$ cat src/rtl/peripheral_uart_wb_driver.sv
// rtl/peripheral_uart_wb_driver.sv - Wishbone initiator that configures and services a 16550-style UART
//
// After reset, the driver writes the UART configuration registers:
//   LCR = 0x83        (open the divisor latch)
//   DLL / DLM         (baud divisor)
//   LCR               (final line control, DLAB cleared)
//   FCR               (FIFO control)
// It then polls LSR forever. A received byte (LSR[0]) is moved into a
// one-deep RX holding register. A pending TX byte is written to THR when
// LSR[5] reports the holding register empty.
//
// Ports:
//   wb_clk_i, wb_rst_i      clock, synchronous active-high reset
//   wb_adr_o[2:0]           register address
//   wb_dat_o[7:0]           write data
//   wb_dat_i[7:0]           read data
//   wb_we_o                 write enable
//   wb_stb_o, wb_cyc_o      strobe, cycle
//   wb_sel_o[3:0]           byte select (4'b0001 while strobing)
//   wb_ack_i                acknowledge
//   tx_valid_i, tx_data_i   TX byte stream in
//   tx_ready_o              TX stream ready
//   rx_valid_o, rx_data_o   RX byte stream out
//   rx_ready_i              RX stream ready
//   init_done_o             configuration finished (sticky)
//   err_o                   one-cycle pulse on an access timeout
module peripheral_uart_wb_driver #(
  parameter logic [15:0] DIVISOR   = 16'd27,
  parameter logic [7:0]  LCR_VALUE = 8'h03,
  parameter logic [7:0]  FCR_VALUE = 8'h07,
  parameter int unsigned TIMEOUT   = 255
) (
  input  logic       wb_clk_i,
  input  logic       wb_rst_i,
  output logic [2:0] wb_adr_o,
  output logic [7:0] wb_dat_o,
  input  logic [7:0] wb_dat_i,
  output logic       wb_we_o,
  output logic       wb_stb_o,
  output logic       wb_cyc_o,
  output logic [3:0] wb_sel_o,
  input  logic       wb_ack_i,
  input  logic       tx_valid_i,
  input  logic [7:0] tx_data_i,
  output logic       tx_ready_o,
  output logic       rx_valid_o,
  output logic [7:0] rx_data_o,
  input  logic       rx_ready_i,
  output logic       init_done_o,
  output logic       err_o
);

  // Last value of the per-access wait counter before the access is abandoned.
  localparam logic [15:0] TO_LAST = 16'(TIMEOUT - 1);

  localparam logic [2:0] ADR_DATA = 3'd0;
  localparam logic [2:0] ADR_LSR  = 3'd5;

  // Each bus access is split into an issue state (strobe raised on exit)
  // and a wait state (strobe high until ack or timeout).
  typedef enum logic [3:0] {
    S_INIT,
    S_INIT_WAIT,
    S_POLL,
    S_POLL_WAIT,
    S_DECIDE,
    S_RX,
    S_RX_WAIT,
    S_TX,
    S_TX_WAIT
  } state_t;

  state_t      state, state_n;
  logic [2:0]  step, step_n;
  logic [15:0] cnt, cnt_n;
  logic        cyc, cyc_n;
  logic        stb, stb_n;
  logic        we, we_n;
  logic [2:0]  adr, adr_n;
  logic [7:0]  dat, dat_n;
  logic        err, err_n;
  logic        init_done, init_done_n;
  logic        tx_full, tx_full_n;
  logic [7:0]  tx_byte, tx_byte_n;
  logic        rx_full, rx_full_n;
  logic [7:0]  rx_byte, rx_byte_n;
  logic        lsr_dr, lsr_dr_n;
  logic        lsr_thre, lsr_thre_n;

  logic        ack_seen;
  logic        expired;
  logic        done;

  // Ack only counts while we are strobing; stray acks are ignored.
  assign ack_seen = stb && wb_ack_i;
  assign expired  = stb && !wb_ack_i && (cnt == TO_LAST);
  assign done     = ack_seen || expired;

  assign wb_cyc_o    = cyc;
  assign wb_stb_o    = stb;
  assign wb_we_o     = we;
  assign wb_adr_o    = adr;
  assign wb_dat_o    = dat;
  assign wb_sel_o    = stb ? 4'b0001 : 4'b0000;
  assign err_o       = err;
  assign init_done_o = init_done;
  assign tx_ready_o  = init_done && !tx_full;
  assign rx_valid_o  = rx_full;
  assign rx_data_o   = rx_byte;

  always_ff @(posedge wb_clk_i) begin
    if (wb_rst_i) begin
      state     <= S_INIT;
      step      <= 3'd0;
      cnt       <= 16'd0;
      cyc       <= 1'b0;
      stb       <= 1'b0;
      we        <= 1'b0;
      adr       <= 3'd0;
      dat       <= 8'h00;
      err       <= 1'b0;
      init_done <= 1'b0;
      tx_full   <= 1'b0;
      tx_byte   <= 8'h00;
      rx_full   <= 1'b0;
      rx_byte   <= 8'h00;
      lsr_dr    <= 1'b0;
      lsr_thre  <= 1'b0;
    end else begin
      state     <= state_n;
      step      <= step_n;
      cnt       <= cnt_n;
      cyc       <= cyc_n;
      stb       <= stb_n;
      we        <= we_n;
      adr       <= adr_n;
      dat       <= dat_n;
      err       <= err_n;
      init_done <= init_done_n;
      tx_full   <= tx_full_n;
      tx_byte   <= tx_byte_n;
      rx_full   <= rx_full_n;
      rx_byte   <= rx_byte_n;
      lsr_dr    <= lsr_dr_n;
      lsr_thre  <= lsr_thre_n;
    end
  end

  always_comb begin
    state_n     = state;
    step_n      = step;
    cnt_n       = cnt;
    cyc_n       = cyc;
    stb_n       = stb;
    we_n        = we;
    adr_n       = adr;
    dat_n       = dat;
    err_n       = 1'b0;
    init_done_n = init_done;
    tx_full_n   = tx_full;
    tx_byte_n   = tx_byte;
    rx_full_n   = rx_full;
    rx_byte_n   = rx_byte;
    lsr_dr_n    = lsr_dr;
    lsr_thre_n  = lsr_thre;

    // Bus termination shared by all wait states: on ack or timeout the
    // whole request is cleared on the same edge.
    if (done) begin
      cyc_n = 1'b0;
      stb_n = 1'b0;
      we_n  = 1'b0;
      adr_n = 3'd0;
      dat_n = 8'h00;
      err_n = expired;
    end else if (stb) begin
      cnt_n = cnt + 16'd1;
    end

    // Stream handshakes. A fill never coincides with the THR write that
    // empties the register, since tx_ready_o is low while full.
    if (tx_valid_i && init_done && !tx_full) begin
      tx_full_n = 1'b1;
      tx_byte_n = tx_data_i;
    end
    if (rx_full && rx_ready_i) begin
      rx_full_n = 1'b0;
    end

    case (state)
      S_INIT: begin
        cyc_n   = 1'b1;
        stb_n   = 1'b1;
        we_n    = 1'b1;
        cnt_n   = 16'd0;
        state_n = S_INIT_WAIT;
        case (step)
          3'd0:    begin adr_n = 3'd3; dat_n = 8'h83;                   end
          3'd1:    begin adr_n = 3'd0; dat_n = DIVISOR[7:0];            end
          3'd2:    begin adr_n = 3'd1; dat_n = DIVISOR[15:8];           end
          3'd3:    begin adr_n = 3'd3; dat_n = LCR_VALUE & 8'h7F;       end
          default: begin adr_n = 3'd2; dat_n = FCR_VALUE;               end
        endcase
      end
      S_INIT_WAIT: begin
        // A timed-out init write is simply skipped.
        if (done) begin
          if (step == 3'd4) begin
            init_done_n = 1'b1;
            state_n     = S_POLL;
          end else begin
            step_n  = step + 3'd1;
            state_n = S_INIT;
          end
        end
      end
      S_POLL: begin
        cyc_n   = 1'b1;
        stb_n   = 1'b1;
        we_n    = 1'b0;
        adr_n   = ADR_LSR;
        dat_n   = 8'h00;
        cnt_n   = 16'd0;
        state_n = S_POLL_WAIT;
      end
      S_POLL_WAIT: begin
        // A timed-out LSR read behaves as LSR = 0.
        if (done) begin
          lsr_dr_n   = ack_seen && wb_dat_i[0];
          lsr_thre_n = ack_seen && wb_dat_i[5];
          state_n    = S_DECIDE;
        end
      end
      S_DECIDE: begin
        if (lsr_dr && !rx_full) begin
          state_n = S_RX;
        end else if (lsr_thre && tx_full) begin
          state_n = S_TX;
        end else begin
          state_n = S_POLL;
        end
      end
      S_RX: begin
        cyc_n   = 1'b1;
        stb_n   = 1'b1;
        we_n    = 1'b0;
        adr_n   = ADR_DATA;
        dat_n   = 8'h00;
        cnt_n   = 16'd0;
        state_n = S_RX_WAIT;
      end
      S_RX_WAIT: begin
        if (done) begin
          if (ack_seen) begin
            rx_full_n = 1'b1;
            rx_byte_n = wb_dat_i;
          end
          state_n = S_POLL;
        end
      end
      S_TX: begin
        cyc_n   = 1'b1;
        stb_n   = 1'b1;
        we_n    = 1'b1;
        adr_n   = ADR_DATA;
        dat_n   = tx_byte;
        cnt_n   = 16'd0;
        state_n = S_TX_WAIT;
      end
      S_TX_WAIT: begin
        // The byte is released even on timeout so the stream never stalls.
        if (done) begin
          tx_full_n = 1'b0;
          state_n   = S_POLL;
        end
      end
      default: begin
        state_n = S_INIT;
      end
    endcase
  end

endmodule
$ cat config.mk
export PLATFORM = sky130hd
export DESIGN_NAME = peripheral_uart_wb_driver
export DESIGN_NICKNAME = d
export VERILOG_FILES = /design/src/rtl/peripheral_uart_wb_driver.sv
export SDC_FILE = /design/constraint.sdc
export NUM_CORES = 1
export LEC_CHECK = 0
export ABC_AREA = 1
export CAP_MARGIN = 20
export CORE_MARGIN = 3
export CORE_UTILIZATION = 30
export CTS_CLUSTER_DIAMETER = 50
export CTS_CLUSTER_SIZE = 8
export DETAILED_ROUTE_END_ITERATION = 12
export PLACE_DENSITY = 0.5
export SYNTH_ARGS = -nofsm -noshare
export SYNTH_HDL_FRONTEND = slang
export SYNTH_SLANG_ARGS = --single-unit
$ cat constraint.sdc
create_clock -name wb_clk_i -period 1.8 [get_ports wb_clk_i]
set_input_delay 0.54 -clock wb_clk_i [delete_from_list [all_inputs] [get_ports wb_clk_i]]
set_output_delay 0.54 -clock wb_clk_i [all_outputs]
set_load 0.02 [all_outputs]
* Word level (Yosys, flattened, before mapping)
Cells that the tools add are included.
Word-level totals: output and inout port bits 30, input port bits 21, bits in registers 58
Cells by class: muxes and demuxes 24, add/subtract/negate cells 2, eq/ne operators 16, bitwise operators 2, reductions and logical operators 35
Operators with widths (count):
- $pmux W4 S8 | 1
- $pmux W8 S4 | 1
- $pmux W8 S3 | 1
- $add A16 B1 Y16 const B | 1
- $eq A16 B8 Y1 const B | 1
- $eq A4 B3 Y1 const B | 4
- $mux W4 | 3
- $reduce_and A3 Y1 | 4
- $reduce_or A2 Y1 | 6
- $logic_and A1 B1 Y1 | 11
- $mux W1 | 10
- $mux W3 | 3
- $pmux W3 S3 | 1
- $eq A4 B2 Y1 const B | 2
- $mux W8 | 1
- $reduce_bool A4 Y1 | 2
- $eq A3 B2 Y1 const B | 2
- $pmux W2 S3 | 1
- $reduce_or A5 Y1 | 1
- $eq A4 B1 Y1 const B | 1
- $eq A4 B4 Y1 const B | 1
- $logic_not A4 Y1 | 1
- $ne A2 B2 Y1 const B | 2
- $reduce_and A2 Y1 | 2
- 13 further kinds | 16

* Longest topological paths before layout
depth in word-level cells 6, gate-level depth with buffers 11, mapped depth without buffers 11

* Worst setup path before layout
Ideal clock, no wire load.
kind reg2reg, from register stb (netlist: wb_stb_o), to register cnt[12], stages on the path, launching flop included 12, period minus slack after synthesis 1.592 ns, arrival time 1.471 ns, path slack 0.208 ns, cells stage by stage dfxtp_1 > buf_6 > inv_2 > nor2_2 > nand2_1 > nor2_2 > nand3_4 > nand3_4 > inv_2 > buf_6 > nand2_1 > a21oi_2
Between the ends: word-level cells in the longest chain between the ends 5, elaborated cells between the ends (all ways) 6, classes of those cells 1 x bitwise; 5 x reduce/logical
Ends and longest elaborated chain:
- start: declaration | RTL line 77 | logic stb, stb_n;
- start signal: assignment | RTL line 134 | stb <= stb_n;
- $logic_and A1 B1 Y1 (2 in series) | RTL line 96 | assign expired = stb && !wb_ack_i && (cnt == TO_LAST);
- $logic_or A1 B1 Y1 | RTL line 97 | assign done = ack_seen || expired;
- $not A1 Y1 (no line)
- $reduce_and A2 Y1 (no line) (*)
- end signal: assignment | RTL line 132 | cnt <= cnt_n;
- end: declaration | RTL line 75 | logic [15:0] cnt, cnt_n;
Mark *: on every way between the ends. The rest lies on a longest branch, timed or not. A chain may end at the register's enable or synchronous reset.

* Worst setup path in the final report
from register init_done (netlist: init_done_o), to output tx_ready_o
Between the ends: word-level cells in the longest chain between the ends 1
Ends and longest elaborated chain:
- start: declaration | RTL line 82 | logic init_done, init_done_n;
- start signal: assignment | RTL line 139 | init_done <= init_done_n;
- $logic_and A1 B1 Y1 | RTL line 107 | assign tx_ready_o = init_done && !tx_full;
- end: declaration | RTL line 45 | output logic tx_ready_o,
No other way between the ends.

==> results summary <==
During synthesis, Yosys emitted a total of 0 warnings. From bottom edge to top edge, the die measures just over 100 um. The maximum fanout count along the critical path is 2. After global routing the overflow that remains totals 0. The highest achievable clock rate is 588 MHz. The deepest level of the CTS H-tree is 3. The run finished with clean final reports. Setup repair after global routing left no endpoint under its margin. The global-route total usage across every layer is 0.136. The tool flagged a number of max-cap violations equal to 0.

TritonCTS built the clock tree. The sum of negative setup slack came out at 0 ns. The number of distinct library cells after synthesis is 32. During I/O placement, the number of pins put on the boundary was a little over 50. In this run the clock root is driven by a sky130_fd_sc_hd__clkbuf_8. The die is 104 um wide. The number of standard-cell rows in the floorplan came out at 35. Yosys mapped a number of flops with a built-in enable equal to 0. The initial core utilization is 0.309. The count of endpoints failing setup in the final report is 0. The final number of hold-violating endpoints is 0. The post-synthesis sequential area ratio is 0.404. Summing internal, switching and leakage power gives 3.17 mW.

The cell count of the worst reg-to-reg path is 12. The flop and latch count out of synthesis came out at 58. The count of buffers added by post-CTS timing repair for setup came out at 0. The area added between synthesis and finish came out at 33.3%. Counting I/O delays and the setup requirement, the final critical path takes 1.70 ns.

STA classifies the critical path startpoint as a flop. The number of input and output port buffers inserted is between 40 and 50. The routability congestion estimate came out at 0.835. The count of routing violations after the opening detailed-route iteration came out at 135. The total of hold buffers inserted after clock tree synthesis came out at 0.

The number of iterations in the first detailed-routing pass is 4. The share of the clock period used by the worst path came out at 0.945. The largest net degree at the start of global routing came out at 17. The average vias per placed instance is 4.51. The analysis attributes to cell leakage a power of 1.66 nW. After floorplanning, the core was sized to cover 0.00928 sq mm. The share of async-settable or async-resettable flops after synthesis came out at 0. The routed via count came out at approximately 2.7k. The fill cell total of the finished layout is 1,000. The class of the most critical setup path is flop to output pin.

Timing analysis after detailed placement gives a worst setup slack of -0.354 ns. The most used flip-flop cell after synthesis is sky130_fd_sc_hd__dfxtp_1. The source-to-sink clock delay at the later pin of the worst-skew pair came out at about 0.33 ns. The total power per unit cell area came out at 829 mW/mm^2. Each instance of the synthesized netlist takes up on average 7.16 sq um. VDD sags by at most 484 uV. The area of the mapped netlist is 0.00287 sq mm. STA classifies the critical path endpoint as an output pin. The endpoint arrival time on the critical path came out at 1.16 ns.

Counting every instance in the synthesized netlist gives 401. The routed wire length per instance is 11.8 um. The min-delay analysis places its worst path in the category flop to flop. The remaining routing DRC violations came out at 0. The detailed placer's ending HPWL came out at 5.40 mm. The number of buffers created by CTS came out at 9. The total inserted antenna cells is 0.

The final wirelength is 7.15 mm. The hold-critical path depth came out at 2. The number of nets in the layout is 501. The number of non-filler instances in the completed layout came out at ~610.

The total die area came out at 0.0108 sq mm. The number of max-slew violations in the final report came out at 0. Clock-pin slew was measured on the worst setup and hold paths at 0.07 ns. The first global-routing pass estimated 12.2 mm of wire. Setup slack closes at 0.0998 ns. The number of placed instances, taps included came out at about 590. The initial antenna violation count came out at 0. The fraction of layout cells with a size suffix above 1 is 0.132. The total number of clock tree sinks came out at 58. For the final database, setup skew stands at 0.0118 ns. The number of buffers on the longest clock path is 2. The antenna violation net count after detailed routing came out at 0. The via count of the first global-routing pass came to 2,602. At the worst endpoint, the required time is 1.26 ns.
[critical path, stage by stage, from the launching register on]
cell and delay, ns:
sky130_fd_sc_hd__dfxtp_1 0.33, sky130_fd_sc_hd__inv_1 0.05, sky130_fd_sc_hd__nor2_1 0.07, sky130_fd_sc_hd__dlygate4sd2_1 0.37
[synth_stat cells (2+ instances only)]
cell type / number / area share
sky130_fd_sc_hd__xnor2_1: 5 / 0.015
sky130_fd_sc_hd__buf_6: 3 / 0.012
sky130_fd_sc_hd__nand2_1: 96 / 0.13
sky130_fd_sc_hd__inv_1: 33 / 0.043
sky130_fd_sc_hd__nand3_1: 20 / 0.035
sky130_fd_sc_hd__clkbuf_1: 3 / 0.0039
sky130_fd_sc_hd__clkinv_1: 2 / 0.0026
sky130_fd_sc_hd__buf_4: 5 / 0.013
sky130_fd_sc_hd__a22oi_1: 3 / 0.0078
sky130_fd_sc_hd__ha_1: 7 / 0.030
sky130_fd_sc_hd__nor3_1: 4 / 0.0070
sky130_fd_sc_hd__a21oi_2: 5 / 0.015
sky130_fd_sc_hd__dfxtp_1: 58 / 0.40
sky130_fd_sc_hd__inv_2: 4 / 0.0052
sky130_fd_sc_hd__nand3_4: 3 / 0.018
sky130_fd_sc_hd__nor2_2: 5 / 0.011
sky130_fd_sc_hd__nor2_1: 61 / 0.080
sky130_fd_sc_hd__nand4_1: 9 / 0.020
sky130_fd_sc_hd__xor2_1: 7 / 0.021
sky130_fd_sc_hd__o21ai_0: 23 / 0.040
sky130_fd_sc_hd__a21oi_1: 34 / 0.059
[placed cells by master (no fill, tap or decap), drive strengths merged, types with 3 or more instances in the layout]
cell type,count
a21oi,39
nor3,4
dfxtp,58
o21ai,23
clkinv,3
buf,27
nand4,9
nand3,23
clkdlybuf4s50,20
conb,3
ha,7
clkbuf,12
xor2,7
xnor2,5
nor2,67
dlygate4sd2,26
nand2,97
a22oi,3
inv,37
[final cells by class]
cell class,instances,area [sq um],area share
clock inverters,4,73.8,0.0193
flip-flops and latches,58,1160,0.303
multi-input cells,291,1470,0.384
clock buffers,12,155,0.0405
repair buffers,74,656,0.171
inverters,39,153,0.0399
well taps,129,161,0.0422
[routing by layer]
layer,track usage,vias to the layer above,routed length (um)
met2,0.201,68,3060
met4,0.0560,0,98
met3,0.0317,8,377
li1,-,1426,-
met5,0,-,0
met1,0.189,1236,3610
[sequential cells by signal, indices dropped and copies added (netlist names), 3 cells and up]
| register | cells |
|---|---|
| wb_adr_o | 3 |
| rx_data_o | 8 |
| wb_dat_o | 8 |
| state | 4 |
| cnt | 16 |
| tx_byte | 8 |
| step | 3 |
[what timing repair did]
item	4_1_cts	5_1_grt
pin swaps	0	1
resized for setup	27	7
setup endpoints to repair	28	20
[kinds of logic after synthesis]
group,synth area share
buffers and inverters,0.0915
DFF,0.404
xor gates and xnor gates,0.0366
AOI/OAI and AO/OA,0.132
other,0.00131
adders and majority gates,0.0305
and+or+nand+nor,0.304
[per-stage QoR]
| step | cell area (sq um) | utilization | hold slack (ns) |
|---|---|---|---|
| after floorplan | 2880 | - | 0.425 |
| after global placement | 3610 | 0.389 | 0.449 |
| after detailed placement | 3610 | 0.389 | 0.448 |
| after CTS | 3810 | 0.411 | 0.460 |
| after global routing | 3830 | 0.412 | 0.480 |
| final | 3830 | 0.412 | 0.458 |
[final timing paths]
kind / slack, ns / from / end
min reg2reg: 0.46 / wb_adr_o[2]$_SDFFE_PP0P_ / wb_adr_o[2]$_SDFFE_PP0P_
min: 0.46 / wb_adr_o[2]$_SDFFE_PP0P_ / wb_adr_o[2]$_SDFFE_PP0P_
max: 0.1 / init_done_o$_SDFFE_PP0P_ / tx_ready_o
max reg2reg: 0.22 / wb_stb_o$_SDFFE_PP0P_ / step[2]$_SDFFE_PP0P_
[where the power goes]
part	switching, mW	total, mW	internal (mW)
combinational	0.254	0.431	0.176
clock	0.531	1.39	0.857
sequential	0.0310	1.36	1.32
total	0.816	3.17	2.36
Note: power is estimated with default switching activity, not from simulation.
